### src/rtl/xdisp_ctrl_if.sv
`default_nettype none
// +--------------------------------------------------------------------------+
// | xdisp_ctrl_if : CPU register bus between the address decoder and        |
// |                 the 7-segment display controller.                       |
// | Revision 1.0                                                            |
// +--------------------------------------------------------------------------+
interface xdisp_ctrl_if #(
   parameter int DATA_W = 32
);
   logic              sel;
   logic              we;
   logic [1:0]        addr;
   logic [DATA_W-1:0] data_in;
   logic [DATA_W-1:0] data_out;

   modport master (output sel, output we, output addr, output data_in, input data_out);
   modport slave  (input sel, input we, input addr, input data_in, output data_out);
endinterface
`default_nettype wire

### src/rtl/xdisp_ctrl.sv
`default_nettype none
// +--------------------------------------------------------------------------+
// | xdisp_ctrl : 4-digit multiplexed 7-segment display controller with      |
// |              double-buffered registers committed at frame boundaries.   |
// | Revision 1.0                                                            |
// +--------------------------------------------------------------------------+
module xdisp_ctrl #(
   parameter int DATA_W      = 32,
   parameter int REFRESH_DIV = 50000,
   parameter int GAP_CYC     = 16
) (
   input  logic             clk,
   input  logic             rst,
   xdisp_ctrl_if.slave      bus,
   output logic [3:0]       an,
   output logic [6:0]       seg,
   output logic             dp
);

   localparam int                CNT_W   = (REFRESH_DIV > 1) ? $clog2(REFRESH_DIV) : 1;
   localparam logic [CNT_W-1:0]  CNT_MAX = CNT_W'(REFRESH_DIV - 1);
   localparam logic [CNT_W-1:0]  ON_END  = CNT_W'(REFRESH_DIV - GAP_CYC);
   localparam logic [8:0]        CTRL_RST = 9'h1F0;

   logic [15:0]      stg_value;
   logic [8:0]       stg_ctrl;
   logic [15:0]      disp_value;
   logic [8:0]       disp_ctrl;
   logic             pending;
   logic [1:0]       digit;
   logic [CNT_W-1:0] cnt;

   logic             wr_value;
   logic             wr_ctrl;
   logic             commit;
   logic             on_phase;
   logic             lit;
   logic [3:0]       nibble;
   logic [6:0]       seg_next;
   logic [DATA_W-1:0] rdata;
   logic             unused_bits;

   assign wr_value = bus.sel && bus.we && (bus.addr == 2'd0);
   assign wr_ctrl  = bus.sel && bus.we && (bus.addr == 2'd1);
   // Last gap cycle of digit 3 closes the frame.
   assign commit   = (cnt == CNT_MAX) && (digit == 2'd3);
   assign on_phase = (cnt < ON_END);
   assign lit      = on_phase && disp_ctrl[8] && disp_ctrl[4 + {30'd0, digit}];
   assign nibble   = disp_value[{digit, 2'b00} +: 4];
   assign unused_bits = ^bus.data_in[DATA_W-1:16];

   always_comb begin
      seg_next = 7'h7F;
      case (nibble)
         4'h0: seg_next = 7'h40;
         4'h1: seg_next = 7'h79;
         4'h2: seg_next = 7'h24;
         4'h3: seg_next = 7'h30;
         4'h4: seg_next = 7'h19;
         4'h5: seg_next = 7'h12;
         4'h6: seg_next = 7'h02;
         4'h7: seg_next = 7'h78;
         4'h8: seg_next = 7'h00;
         4'h9: seg_next = 7'h10;
         4'hA: seg_next = 7'h08;
         4'hB: seg_next = 7'h03;
         4'hC: seg_next = 7'h46;
         4'hD: seg_next = 7'h21;
         4'hE: seg_next = 7'h06;
         4'hF: seg_next = 7'h0E;
         default: seg_next = 7'h7F;
      endcase
   end

   // Reads expose the staging copy so software sees what it last wrote.
   always_comb begin
      rdata = '0;
      case (bus.addr)
         2'd0: rdata[15:0] = stg_value;
         2'd1: rdata[8:0]  = stg_ctrl;
         2'd2: rdata[2:0]  = {pending, digit};
         default: rdata = '0;
      endcase
   end
   assign bus.data_out = rdata;

   always_ff @(posedge clk or negedge rst) begin
      if (!rst) begin
         stg_value <= 16'h0000;
         stg_ctrl  <= CTRL_RST;
         pending   <= 1'b0;
      end else begin
         if (wr_value) stg_value <= bus.data_in[15:0];
         if (wr_ctrl)  stg_ctrl  <= bus.data_in[8:0];
         // A write on the commit edge keeps pending set for the next frame.
         if (wr_value || wr_ctrl) pending <= 1'b1;
         else if (commit)         pending <= 1'b0;
      end
   end

   always_ff @(posedge clk or negedge rst) begin
      if (!rst) begin
         disp_value <= 16'h0000;
         disp_ctrl  <= CTRL_RST;
      end else if (commit) begin
         disp_value <= stg_value;
         disp_ctrl  <= stg_ctrl;
      end
   end

   always_ff @(posedge clk or negedge rst) begin
      if (!rst) begin
         cnt   <= '0;
         digit <= 2'd0;
      end else if (cnt == CNT_MAX) begin
         cnt   <= '0;
         digit <= digit + 2'd1;
      end else begin
         cnt   <= cnt + 1'b1;
      end
   end

   always_ff @(posedge clk or negedge rst) begin
      if (!rst) begin
         an  <= 4'hF;
         seg <= 7'h7F;
         dp  <= 1'b1;
      end else begin
         an  <= lit ? ~(4'b0001 << digit) : 4'hF;
         seg <= seg_next;
         dp  <= lit ? ~disp_ctrl[digit] : 1'b1;
      end
   end

endmodule
`default_nettype wire
### src/flat_wrapper.sv
// flat-port wrapper written by rule: the top's interface ports become plain ports
module xdisp_ctrl_flat 
#(
   parameter int DATA_W      = 32,
   parameter int REFRESH_DIV = 50000,
   parameter int GAP_CYC     = 16
)
  (clk, rst, an, seg, dp, bus_sel, bus_we, bus_addr, bus_data_in, bus_data_out);
  xdisp_ctrl_if #(.DATA_W(DATA_W)) bus_i ();
  input  logic clk;
  input  logic rst;
  output logic [3:0] an;
  output logic [6:0] seg;
  output logic dp;
  input wire logic [$bits(bus_i.sel)-1:0] bus_sel;
  input wire logic [$bits(bus_i.we)-1:0] bus_we;
  input wire logic [$bits(bus_i.addr)-1:0] bus_addr;
  input wire logic [$bits(bus_i.data_in)-1:0] bus_data_in;
  output wire logic [$bits(bus_i.data_out)-1:0] bus_data_out;
  assign bus_i.sel = bus_sel;
  assign bus_i.we = bus_we;
  assign bus_i.addr = bus_addr;
  assign bus_i.data_in = bus_data_in;
  assign bus_data_out = bus_i.data_out;
  xdisp_ctrl #(.DATA_W(DATA_W), .REFRESH_DIV(REFRESH_DIV), .GAP_CYC(GAP_CYC)) u_core (.clk(clk), .rst(rst), .bus(bus_i), .an(an), .seg(seg), .dp(dp));
endmodule
### config.mk
export PLATFORM = sky130hd
export DESIGN_NAME = xdisp_ctrl_flat
export DESIGN_NICKNAME = d
export VERILOG_FILES = /design/src/rtl/xdisp_ctrl_if.sv /design/src/rtl/xdisp_ctrl.sv /design/src/flat_wrapper.sv
export SDC_FILE = /design/constraint.sdc
export NUM_CORES = 1
export LEC_CHECK = 0
export ABC_AREA = 1
export CORE_ASPECT_RATIO = 1.1
export CORE_UTILIZATION = 40
export CTS_BUF_LIST = sky130_fd_sc_hd__clkbuf_4 sky130_fd_sc_hd__clkbuf_8 sky130_fd_sc_hd__clkbuf_16
export DETAILED_ROUTE_END_ITERATION = 10
export PLACE_DENSITY = 0.63
export SYNTH_ARGS = -nofsm -noshare
export SYNTH_HDL_FRONTEND = slang
export SYNTH_SLANG_ARGS = --single-unit
### constraint.sdc
create_clock -name clk -period 3.1 [get_ports clk]
set_input_delay 0.62 -clock clk [delete_from_list [all_inputs] [get_ports clk]]
set_output_delay 0.62 -clock clk [all_outputs]
set_load 0.02 [all_outputs]
==> results of run 1 <==
==> worst paths after layout <==
check	from	end	cells past startpoint
max	bus_addr[1]	bus_data_out[0]	7
min	rst	u_core.cnt[11]	1
max reg2reg	u_core.digit[1]	u_core.seg[6]	9
min reg2reg	u_core.cnt[0]	u_core.cnt[0]	1
max in group asynchronous	rst	u_core.stg_ctrl[2]	1
min in group clk	u_core.cnt[0]	u_core.cnt[0]	1
==> layout by cell type, fill, tap and decap left out, types with 11 or more instances in the layout <==
cell / count
clkdlybuf4s50_1: 48
conb_1: 16
dfrtp_1: 59
dfstp_2: 22
ha_1: 11
inv_1: 41
nand2_1: 164
nand3_1: 35
nand4_1: 26
nor2_1: 45
o21ai_0: 21
==> power by group <==
part | internal (uW) | leakage [uW] | total, uW | switching [uW]
logic | 97.4 | 0.00138 | 225 | 128
registers | 1130 | 0.000992 | 1180 | 52.4
clock network | 379 | 0.000100 | 780 | 401
==> metal layers <==
layer  wire (um)  track usage [%]
met1        4200             24.0
met2        3760             25.8
met3         394             2.82
met4         109             6.72
met5           0                0
==> stage by stage <==
| stage | power [uW] | instances | hold slack, ns | setup slack, ns | utilization, % |
|---|---|---|---|---|---|
| 2_1_floorplan | 1320 | 522 | 0.324 | 0.936 | - |
| 3_3_place_gp | 1420 | 664 | 0.443 | 0.243 | 47.0 |
| 3_5_place_dp | 1430 | 664 | 0.449 | 0.245 | 47.0 |
| 4_1_cts | 2220 | 680 | 0.462 | 0.230 | 49.0 |
| 5_1_grt | 2300 | 680 | 0.482 | 0.109 | 49.0 |
| 6_report | 2190 | 680 | 0.410 | 0.235 | 49.0 |
==> layout make-up <==
cell class | instances | share of cell area [%]
clock inverter | 7 | 1.59
inverter | 47 | 3.61
multi-input combinational | 362 | 36.2
tap | 120 | 3.07
sequential | 81 | 42.0
timing repair buffer | 54 | 11.0
clock buffer | 9 | 2.53
==> kinds of logic after synthesis <==
logic type / count (synthesis)
compound gates: 44
xor+xnor: 7
fa+ha+maj: 11
buf+inv: 79
flops: 81
other cells: 1
simple gates: 284
==> flip-flops by register name (all words and copies together), names as in the netlist <==
signal             cells
u_core.digit           2
u_core.an              4
u_core.disp_ctrl       9
u_core.disp_value     16
u_core.stg_ctrl        9
u_core.seg             7
u_core.cnt            16
u_core.stg_value      16
u_core.dp              1
u_core.pending         1
==> results.json, run 1 <==
{
  "status": "complete, no violations",
  "grt_pass1_wl_mm": 14.6,
  "syn-cell-area_um2": 4160,
  "power.leakage_uw": 0.00248,
  "slew_violations": 0,
  "nFillCells": 994,
  "cp_data_arrival_time_ns": 2.24,
  "gp_congestion": 0.835,
  "netlist_top_cells_count": "nand2_1, dfrtp_1, nor2_1",
  "p_per_area_nw_per_um2": 447,
  "worstMarginPinSlew_ns": 0.993,
  "place_hpwl_mm": 5.84,
  "worstSetupStartpointType": "input pin",
  "final-setup-viol-count": 0,
  "io_buffers": 49,
  "critical-path-top-delay-family": "buffers and inverters",
  "worst-r2r-setup-slack_ns": 1.23,
  "drtIter0Drc": 157,
  "io_pins": 82,
  "crit_fanout": 10,
  "min_period_ns": 2.86,
  "fin_nets": 604,
  "synth_area_leaders": "dfrtp_1, nand2_1, dfstp_2",
  "max_clock_freq_mhz": 349,
  "row_count": 38,
  "cts_tree": "yes",
  "skew_ns": 0.0118,
  "yosysUniqueCellTypes": 29,
  "synth_ff_type": "dfrtp_1",
  "cp_slowest_stage_delay_ns": 0.69,
  "synthArstFlopShare_pct": 100,
  "ys_seq_area_share_pct": 49.3,
  "wirelength_mm": 8.47,
  "rsz0062_at_grt": "false",
  "yosysMostFrequentCell": "nand2_1",
  "synth_simple_gate_area_share_pct": 30.2,
  "cp-end-kind": "output pin",
  "cts_sinks": 81,
  "clockBufferDepth": 2,
  "vdd_drop_max_v": 0.000242,
  "first_global_vias": 3086,
  "grt-ovfl-total": 0,
  "core_area_um2": 9980,
  "antenna_found_initial": 0,
  "timing.setup.tns_ns": 0,
  "yosys_register_bits": 81,
  "muxShareOfSynthArea_pct": 0,
  "synth_xor_area_share_pct": 1.47,
  "antenna_cells": 0,
  "synth_edf_count": 0,
  "synth_compound_area_share_pct": 6.13,
  "synth_top_family_by_area": "simple AND/OR/NAND/NOR gates",
  "path_clk_slew_ns": 0.09,
  "register_area_um2": 2050,
  "numCtsBuffers": 9,
  "ys_warn_count": 0,
  "htree_levels": 3,
  "worstPathCellList": "clkdlybuf4s50_1, inv_2, nand2_1, inv_2, nand2_1, o311ai_0, clkdlybuf4s50_1",
  "placed_cell_area_um2": 4690,
  "die-width_um": 99.3,
  "maxCapViolations": 0,
  "root_buffer": "clkbuf_8",
  "postRouteAntennaNets": 0,
  "clock_latency_ns": 0.35,
  "critPathBufInv": 4,
  "wl_per_cell_um": 12.5,
  "syn_avg_cell_area_um2": 8.21,
  "final_area_um2": 4890,
  "drcViolationCount": 0,
  "hold_violations": 0,
  "syn_to_final_growth_pct": 17.5,
  "drive_gt1_share_pct": 11.3,
  "cts_setup_buffers": 0,
  "die_y_um": 109,
  "cp.required_ns": 2.48,
  "cts_hold_buf": 0,
  "multi_input_area_um2": 1770,
  "avgViaCountPerCell": 4.84,
  "crit_type": "input pin to output pin",
  "vias": 3293,
  "drtPass1Iterations": 4,
  "cts_resized": 0,
  "grt_max_degree": 82,
  "period_share_pct": 92.4,
  "synth.largest_area_cell": "dfrtp_1",
  "yosysTopAreaCellShare_pct": 35.5,
  "hold_class": "input pin to async pin",
  "critPathSlowestCell": "clkdlybuf4s50_1",
  "synthAdderAreaFrac_pct": 3.31,
  "start_util_pct": 41.7,
  "grt.total_usage_pct": 16.9,
  "slew_headroom_pct": 33.8,
  "syn_inst": 507,
  "dieArea_um2": 10800
}
No activity file was read; power rests on OpenSTA's default activity.
==> inputs of run 2 (changes only) <==
- SETUP_SLACK_MARGIN: not set -> 0.1
==> results of run 2 <==
Same layout as run 1: the final DEF is identical, and so are final timing and power.
